===== config.mk =====
export PLATFORM = sky130hd
export DESIGN_NAME = pads_pwr_seq
export DESIGN_NICKNAME = d
export VERILOG_FILES = /design/src/rtl/pads_pwr_seq.sv
export SDC_FILE = /design/constraint.sdc
export NUM_CORES = 1
export LEC_CHECK = 0
export ABC_AREA = 1
export CAP_MARGIN = 20
export CORE_MARGIN = 4
export CORE_UTILIZATION = 40
export CTS_CLUSTER_DIAMETER = 80
export DETAILED_ROUTE_END_ITERATION = 10
export HOLD_SLACK_MARGIN = 0.08
export PLACE_DENSITY = 0.69
export SYNTH_ARGS = -nofsm -noshare
export SYNTH_HDL_FRONTEND = slang
export SYNTH_SLANG_ARGS = --single-unit

===== constraint.sdc =====
create_clock -name clk -period 1.74 [get_ports clk]
set_input_delay 0.348 -clock clk [delete_from_list [all_inputs] [get_ports clk]]
set_output_delay 0.348 -clock clk [all_outputs]
set_load 0.05 [all_outputs]

===== src/rtl/pads_pwr_seq.sv =====
// Pad-ring power sequencer: waits for a settled POC, then enables
// pad groups one at a time with a programmable stagger.
module pads_pwr_seq #(
  parameter int N_GROUPS   = 4,
  parameter int SETTLE_CYC = 16,
  parameter int STAGGER_W  = 8
) (
  input  logic                 clk,
  input  logic                 rst,
  input  logic                 poc_ok,
  input  logic                 pwr_req,
  input  logic [N_GROUPS-1:0]  grp_mask,
  input  logic [STAGGER_W-1:0] stagger_cfg,
  input  logic                 fault_clr,
  output logic [N_GROUPS-1:0]  grp_en,
  output logic                 seq_busy,
  output logic                 pwr_good,
  output logic                 poc_fault
);

  localparam int IW = (N_GROUPS > 1) ? $clog2(N_GROUPS) : 1;
  localparam int CW = $clog2(SETTLE_CYC) + 1;
  localparam logic [CW-1:0] SETTLE_LAST = CW'(SETTLE_CYC - 1);

  typedef enum logic [2:0] {
    S_IDLE,
    S_SETTLE,
    S_RAMP_UP,
    S_ON,
    S_RAMP_DOWN
  } state_t;

  state_t               state, state_n;
  logic [N_GROUPS-1:0]  mask_l, mask_n;
  logic [STAGGER_W-1:0] cfg_l, cfg_n;
  logic [STAGGER_W-1:0] scnt, scnt_n;
  logic [CW-1:0]        setcnt, setcnt_n;
  logic [N_GROUPS-1:0]  grp_en_n;
  logic                 busy_n;
  logic                 good_n;
  logic                 fault_n;
  logic                 fault_set;

  logic [N_GROUPS-1:0]  pend;
  logic [IW-1:0]        lo_idx;
  logic                 lo_vld;
  logic [IW-1:0]        hi_idx;
  logic                 stag_hit;
  logic                 active;

  // Next group to enable (lowest pending) and to disable (highest on)
  always_comb begin
    pend   = mask_l & ~grp_en;
    lo_idx = '0;
    lo_vld = 1'b0;
    hi_idx = '0;
    for (int i = N_GROUPS - 1; i >= 0; i--) begin
      if (pend[i]) begin
        lo_idx = IW'(i);
        lo_vld = 1'b1;
      end
    end
    for (int i = 0; i < N_GROUPS; i++) begin
      if (grp_en[i]) hi_idx = IW'(i);
    end
  end

  assign stag_hit = (scnt == cfg_l);
  assign active   = (state == S_RAMP_UP) || (state == S_ON) ||
                    (state == S_RAMP_DOWN);

  // Next-state and next-output logic; POC loss overrides everything
  always_comb begin
    state_n   = state;
    grp_en_n  = grp_en;
    mask_n    = mask_l;
    cfg_n     = cfg_l;
    scnt_n    = scnt;
    setcnt_n  = setcnt;
    fault_set = 1'b0;
    unique case (state)
      S_IDLE: begin
        if (pwr_req && poc_ok && !poc_fault) begin
          state_n  = S_SETTLE;
          mask_n   = grp_mask;
          cfg_n    = stagger_cfg;
          setcnt_n = '0;
        end
      end
      S_SETTLE: begin
        if (!pwr_req) begin
          state_n = S_IDLE;
        end else if (!poc_ok) begin
          setcnt_n = '0;
        end else if (setcnt == SETTLE_LAST) begin
          state_n = S_RAMP_UP;
          scnt_n  = cfg_l;
        end else begin
          setcnt_n = setcnt + 1'b1;
        end
      end
      S_RAMP_UP: begin
        if (!pwr_req) begin
          state_n = S_RAMP_DOWN;
          scnt_n  = cfg_l;
        end else if (!lo_vld) begin
          state_n = S_ON;
        end else if (stag_hit) begin
          grp_en_n[lo_idx] = 1'b1;
          scnt_n           = '0;
        end else begin
          scnt_n = scnt + 1'b1;
        end
      end
      S_ON: begin
        if (!pwr_req) begin
          state_n = S_RAMP_DOWN;
          scnt_n  = cfg_l;
        end
      end
      S_RAMP_DOWN: begin
        if (grp_en == '0) begin
          state_n = S_IDLE;
        end else if (stag_hit) begin
          grp_en_n[hi_idx] = 1'b0;
          scnt_n           = '0;
        end else begin
          scnt_n = scnt + 1'b1;
        end
      end
      default: begin
        state_n  = S_IDLE;
        grp_en_n = '0;
      end
    endcase
    if (active && !poc_ok) begin
      state_n   = S_IDLE;
      grp_en_n  = '0;
      scnt_n    = scnt;
      fault_set = |grp_en;
    end
  end

  assign busy_n  = (state_n == S_SETTLE) || (state_n == S_RAMP_UP) ||
                   (state_n == S_RAMP_DOWN);
  assign good_n  = (state_n == S_ON);
  assign fault_n = fault_set | (poc_fault & ~fault_clr);

  // State and registered outputs
  always_ff @(posedge clk) begin
    if (rst) begin
      state     <= S_IDLE;
      grp_en    <= '0;
      mask_l    <= '0;
      cfg_l     <= '0;
      scnt      <= '0;
      setcnt    <= '0;
      seq_busy  <= 1'b0;
      pwr_good  <= 1'b0;
      poc_fault <= 1'b0;
    end else begin
      state     <= state_n;
      grp_en    <= grp_en_n;
      mask_l    <= mask_n;
      cfg_l     <= cfg_n;
      scnt      <= scnt_n;
      setcnt    <= setcnt_n;
      seq_busy  <= busy_n;
      pwr_good  <= good_n;
      poc_fault <= fault_n;
    end
  end

endmodule

# Word-level counts from Yosys, hierarchy flattened
# Cells that the tools add are included.
# totals
reg_bits	35
inputBits	17
output_inout_bits	7
word_cells	115
# classes
add_sub_neg	2
magnitude_cmp	4
eq_ne	22
mux	46
bitwise_logic	10
n_reduce_logical	22
# op_table
op	n
8-bit two-way mux	8
8-bit case mux with 4 select lines	1
3-bit two-way mux	9
4-bit two-way mux	5
5-bit two-way mux	4
2-bit != test (second input constant)	10
3-bit case mux with 5 select lines	1
3-bit by 2-bit == test with 1-bit output (second input constant)	4
2-bit two-way mux	6
4-bit case mux with 3 select lines	1
5-bit case mux with 2 select lines	1
8-bit by 1-bit adder with 8-bit output (second input constant)	1
4-bit AND	2
8-bit == test	1
1-bit two-way mux	8
4-bit NOT	2
8-bit AND reduction	1
3-bit by 1-bit == test with 1-bit output (second input constant)	2
3-bit == test (second input constant)	2
2-bit by 3-bit less-than comparator with 1-bit output (second input constant)	2
3-bit != test (second input constant)	2
6-bit AND reduction	1
5-bit by 1-bit adder with 5-bit output (second input constant)	1
5-bit by 4-bit == test with 1-bit output (second input constant)	1
other kinds (18)	30

# Longest topological paths before layout
# depth
word_depth	15
ltp_mapped	14
depth_no_buf	14

# Least setup slack after synthesis
# OpenSTA, ideal clock, no wires.
# synth_path
path_kind	flip-flop to flip-flop
start	register grp_en[3]
end	register scnt[1]
setup_time_ns	0.117
arrival_time_ns	1.737
t_required_ns	1.623
path_slack_ns	-0.114
stages_incl_launch_ff	12
path_buffers	2
period_less_slack_ns	1.854
cell_sequence	dfxtp_1 -> clkbuf_2 -> nor2_1 -> nand2_1 -> nor2_1 -> nor2_1 -> nand2_1 -> nor2_4 -> buf_6 -> o21ai_0 -> nor2_1 -> nor2_1
# synth_via
elab_chain_cells	8
elab_cells_between_ends	10
classes_between	2 x eq/ne; 4 x mux; 2 x bitwise; 2 x reduce/logical
# synth_rtl
item	line_no	text
start: declaration	15	output logic [N_GROUPS-1:0] grp_en,
start signal: assignment	163	grp_en <= grp_en_n;
4-bit NOT	53	pend = mask_l & ~grp_en;
4-bit AND	53	
1-bit two-way mux (4 in series)	58	if (pend[i]) begin
3-bit != test (no source line)	n/a	
8-bit AND reduction (no source line) *	n/a	
end signal: assignment	166	scnt <= scnt_n;
end: declaration	36	logic [STAGGER_W-1:0] scnt, scnt_n;
# Mark *: on every way between the ends. The rest lies on a longest branch, timed or not.
# A chain may end at the register's enable or synchronous reset.

# Final worst setup path
# layout_path
start	register setcnt[1]
end	register scnt[4]
# layout_via
elab_chain_cells	3
# layout_rtl
item	line_no	text
start: declaration	37	logic [CW-1:0] setcnt, setcnt_n;
start signal: assignment	167	setcnt <= setcnt_n;
5-bit by 4-bit == test with 1-bit output	95	end else if (setcnt == SETTLE_LAST) begin
2-bit != test (no source line)	n/a	
8-bit AND reduction (no source line)	n/a	
# No other way between the ends.

==> metrics.txt <==
# TYPE chip_impl_metric gauge
chip_impl_info{name="outcome",value="finished with violations"} 1
chip_impl_info{name="violations",value="negative setup slack"} 1
chip_impl_metric{name="max_freq",unit="MHz"} 526
chip_impl_metric{name="seq_area_frac_synth",unit=""} 0.341
chip_impl_metric{name="p_leak",unit="nW"} 1.30
chip_impl_metric{name="setup_ws",unit="ns"} -0.160
chip_impl_metric{name="multi_input_comb_area",unit="µm²"} 1250
chip_impl_metric{name="worst-slew-pin-transition",unit="ns"} 0.283
chip_impl_metric{name="routed_wl",unit="µm"} 4970
chip_impl_metric{name="p_sw_frac",unit=""} 0.276
chip_impl_metric{name="placedInstanceArea",unit="µm²"} 2580
chip_impl_metric{name="cts_sinks",unit=""} 35
chip_impl_metric{name="power-per-cell-area",unit="nW/µm²"} 603
chip_impl_info{name="min_to",value="cfg_l[0]"} 1
chip_impl_metric{name="max_slew_margin",unit=""} 0.809
chip_impl_metric{name="synth-seq-cells",unit=""} 35
chip_impl_metric{name="layout-drive-gt1-share",unit=""} 0.254
chip_impl_metric{name="critical_path_required",unit="ns"} 1.92
chip_impl_metric{name="gp_routability_congestion",unit=""} 0.864
chip_impl_metric{name="io_pins",unit=""} 24
chip_impl_metric{name="maxCapViolations",unit=""} 0
chip_impl_metric{name="finClkSkew",unit="ns"} 0.00744
chip_impl_metric{name="area_growth",unit="%"} 37.2
chip_impl_metric{name="crit_path_max_fanout",unit=""} 8
chip_impl_metric{name="drcViolationCount",unit=""} 0
chip_impl_metric{name="initial_core_util",unit=""} 0.424
chip_impl_metric{name="clk_latency",unit="ns"} 0.29
chip_impl_metric{name="dr_iter_0_viols",unit=""} 118
chip_impl_metric{name="numPlacedInstances",unit=""} 441
chip_impl_info{name="rsz0062_at_grt",value="yes"} 1
chip_impl_metric{name="dp_worst_setup_slack",unit="ns"} -0.313
chip_impl_metric{name="first_global_vias",unit=""} 1959
chip_impl_metric{name="die-width",unit="µm"} 79.7
chip_impl_info{name="synth.largest_area_cell",value="sky130_fd_sc_hd__dfxtp_1"} 1
chip_impl_metric{name="drt-wirelength-per-cell",unit="µm"} 10.9
chip_impl_metric{name="cp.arrival",unit="ns"} 2.08
chip_impl_metric{name="cts_buffer_depth",unit=""} 2
chip_impl_metric{name="place_hpwl",unit="µm"} 3540
chip_impl_metric{name="layout_worst_path_cycle_share",unit=""} 1.09
chip_impl_info{name="cts_tree",value="yes"} 1
chip_impl_metric{name="finalSetupTns",unit="ns"} -0.961
chip_impl_metric{name="worst_r2r_path_depth",unit=""} 13
chip_impl_info{name="nature_of_the_critical_path_startpoint",value="flop"} 1
chip_impl_metric{name="timing_hold_violations_final",unit=""} 0
chip_impl_metric{name="floorplan.core_area",unit="µm²"} 4850
chip_impl_metric{name="internal_power_component",unit="mW"} 1.23
chip_impl_info{name="kind_of_capture_point_of_the_worst_setup_path",value="flop"} 1
chip_impl_info{name="criticalPathCategory",value="flop to flop"} 1
chip_impl_info{name="clk_root_buffer_cell",value="sky130_fd_sc_hd__clkbuf_8"} 1
chip_impl_metric{name="grtUsageTotal",unit=""} 0.162
chip_impl_metric{name="number_of_rows_in_the_core_area",unit=""} 25
chip_impl_metric{name="overflow",unit=""} 0
chip_impl_metric{name="cts_hold_repair.buffers",unit=""} 0
chip_impl_metric{name="syn-num-nets",unit=""} 346
chip_impl_metric{name="area.sequential",unit="µm²"} 712
chip_impl_metric{name="postRouteAntennaNets",unit=""} 0
chip_impl_metric{name="number_of_iterations_in_the_first_detailed_routing_pass",unit=""} 4
chip_impl_metric{name="maximum_number_of_pins_on_one_net_before_global_route_repair",unit=""} 21
chip_impl_metric{name="io_buffers",unit=""} 23
chip_impl_metric{name="grt_antenna_before_repair",unit=""} 0
chip_impl_metric{name="timing.final.setup_violations",unit=""} 8
chip_impl_metric{name="num-nets-final",unit=""} 409
chip_impl_metric{name="syn_inst",unit=""} 326
chip_impl_info{name="timing.hold.worst.start",value="cfg_l[0]"} 1
chip_impl_info{name="regToRegEndpoint",value="scnt[4]"} 1
chip_impl_metric{name="power.combinational.fraction",unit=""} 0.161
chip_impl_metric{name="insertedDiodeCount",unit=""} 0
chip_impl_info{name="critical_path.reg2reg.startpoint",value="setcnt[1]"} 1
chip_impl_metric{name="synth_largest_type_area_fraction",unit=""} 0.341
chip_impl_metric{name="grt_first_pass_wirelength",unit="µm"} 8290
chip_impl_metric{name="finish.instance_area",unit="µm²"} 2820
chip_impl_metric{name="h-tree-depth",unit=""} 2
chip_impl_metric{name="die_h",unit="µm"} 79.7
chip_impl_metric{name="timing.reg2reg.setup_slack",unit="ns"} -0.16
chip_impl_metric{name="worst_setup_hold_path_clk_slew",unit="ns"} 0.08
chip_impl_metric{name="vias_per_cell",unit=""} 4.77
chip_impl_metric{name="n_fill_cell",unit=""} 476
chip_impl_metric{name="power.share.clock",unit=""} 0.341
chip_impl_metric{name="vias",unit=""} 2180
chip_impl_info{name="worstHoldPathType",value="flop to flop"} 1
chip_impl_metric{name="design.die.area",unit="µm²"} 6350
chip_impl_info{name="synth_area_leaders",value="sky130_fd_sc_hd__dfxtp_1, sky130_fd_sc_hd__nand2_1, sky130_fd_sc_hd__nor2_1, sky130_fd_sc_hd__inv_1, sky130_fd_sc_hd__a21oi_1"} 1
chip_impl_metric{name="vdd_drop_max",unit="mV"} 0.419
chip_impl_metric{name="final_cell_count_no_fill",unit=""} 457
chip_impl_metric{name="synthesis.area",unit="µm²"} 2050
chip_impl_metric{name="cts_buffers",unit=""} 5
chip_impl_metric{name="p_switching",unit="mW"} 0.469
chip_impl_metric{name="avgSynthCellArea",unit="µm²"} 6.30
chip_impl_metric{name="yosys_warnings",unit=""} 0
chip_impl_metric{name="maxSlewViolCount",unit=""} 0
chip_impl_metric{name="pwr-share-seq",unit=""} 0.498
chip_impl_metric{name="period_minus_slack",unit="ns"} 1.90
chip_impl_metric{name="post_synth_num_cell_types",unit=""} 30
chip_impl_metric{name="min_path_cells",unit=""} 2
power groups by stage:
stage                     registers (mW)  logic (mW)  clock network [mW]
after floorplan                    0.871       0.132                   0
after global placement             0.865       0.245                   0
after detailed placement           0.866       0.248                   0
after CTS                          0.848       0.251               0.604
after global routing               0.850       0.306               0.636
final                              0.846       0.274               0.580
cell usage after synthesis, drive strengths merged:
| cell type | count |
|---|---|
| ha | 3 |
| dfxtp | 35 |
| a21o | 1 |
| and3 | 2 |
| nand4 | 7 |
| xnor2 | 5 |
| o311ai | 1 |
| a211oi | 1 |
| nand2 | 93 |
| buf | 3 |
| clkbuf | 5 |
| o211ai | 1 |
| o21ai | 27 |
| xor2 | 2 |
| nand3 | 16 |
| a21oi | 23 |
| nor2 | 53 |
| inv | 42 |
| nand3b | 3 |
| nor3 | 3 |
final cells by class:
type / instances / share of cell area
inverters: 42 / 0.0559
repair buffers: 64 / 0.187
well taps: 67 / 0.0297
flip-flops and latches: 35 / 0.253
clock buffers: 5 / 0.0244
multi-input cells: 241 / 0.445
clock inverters: 3 / 0.00533
cells in the final DEF, fill, tap and decap left out, drive strengths merged, types with 7 or more instances in the layout:
cell,instances
a21oi,23
inv,42
buf,48
clkdlybuf4s50,16
dfxtp,35
nand4,7
nor2,53
o21ai,27
nand3,16
nand2,93
metal layers:
metal / vias to the layer above / share of wire / global-route usage
li1: 1166 / - / -
met1: 975 / 0.48 / 0.210
met2: 33 / 0.46 / 0.259
met3: 6 / 0.044 / 0.0384
met4: 0 / 0.011 / 0.0584
met5: - / 0 / 0
worst max-delay path: stages, from the launching register on:
cell and delay, ns:
sky130_fd_sc_hd__dfxtp_2 0.36, sky130_fd_sc_hd__ha_4 0.14, sky130_fd_sc_hd__and3_4 0.18, sky130_fd_sc_hd__ha_4 0.14, sky130_fd_sc_hd__nand2_4 0.05, sky130_fd_sc_hd__nor2_4 0.09, sky130_fd_sc_hd__nor2_1 0.05, sky130_fd_sc_hd__nor2_1 0.14
sky130_fd_sc_hd__nand2_1 0.11, sky130_fd_sc_hd__nor2_4 0.22, sky130_fd_sc_hd__buf_6 0.15, sky130_fd_sc_hd__nand2_2 0.05, sky130_fd_sc_hd__nand2_2 0.07, sky130_fd_sc_hd__a21oi_2 0.05
worst max path at each step:
stage,depth (start not counted),slack [ns],start,to
6_report,13,-0.16,setcnt[1],scnt[4]
5_1_grt,13,-0.26,setcnt[1],scnt[4]
4_1_cts,13,-0.13,setcnt[0],scnt[6]
3_5_place_dp,10,-0.31,pwr_req,scnt[2]
3_3_place_gp,10,-0.23,pwr_req,scnt[2]
2_1_floorplan,13,0.003,setcnt[1],scnt[1]
stage by stage:
| stage | hold WS, ns | util | power (mW) |
|---|---|---|---|
| after global routing | 0.512 | 0.581 | 1.79 |
| after floorplan | 0.452 | - | 1.00 |
| final | 0.491 | 0.581 | 1.70 |
| after detailed placement | 0.481 | 0.532 | 1.11 |
| after global placement | 0.473 | 0.532 | 1.11 |
| after CTS | 0.491 | 0.561 | 1.70 |
kinds of logic (layout without fill, tap and decap cells):
kind of cell | Yosys count | count (layout) | share of synthesized area
adder cells (fa/ha/maj) | 3 | 3 | 0.0183
AND/OR/NAND/NOR | 177 | 177 | 0.372
AO/OA/AOI/OAI | 54 | 54 | 0.143
flip-flops | 35 | 35 | 0.341
buffers and inverters | 50 | 114 | 0.0962
XOR/XNOR | 7 | 7 | 0.0298
flip-flops by register name, summed over array words and instances (netlist names):
signal     flops
seq_busy       1
setcnt         5
scnt           8
cfg_l          8
poc_fault      1
mask_l         4
grp_en         4
pwr_good       1
state          3
what timing repair did:
item	in CTS	in global routing
pin swaps	6	18
buffers inserted	3	5
setup endpoints to repair	13	16
endpoints found under the hold margin	0	0
resized for setup	9	22
gates cloned	0	0
No activity file was read; power rests on OpenSTA's default activity.
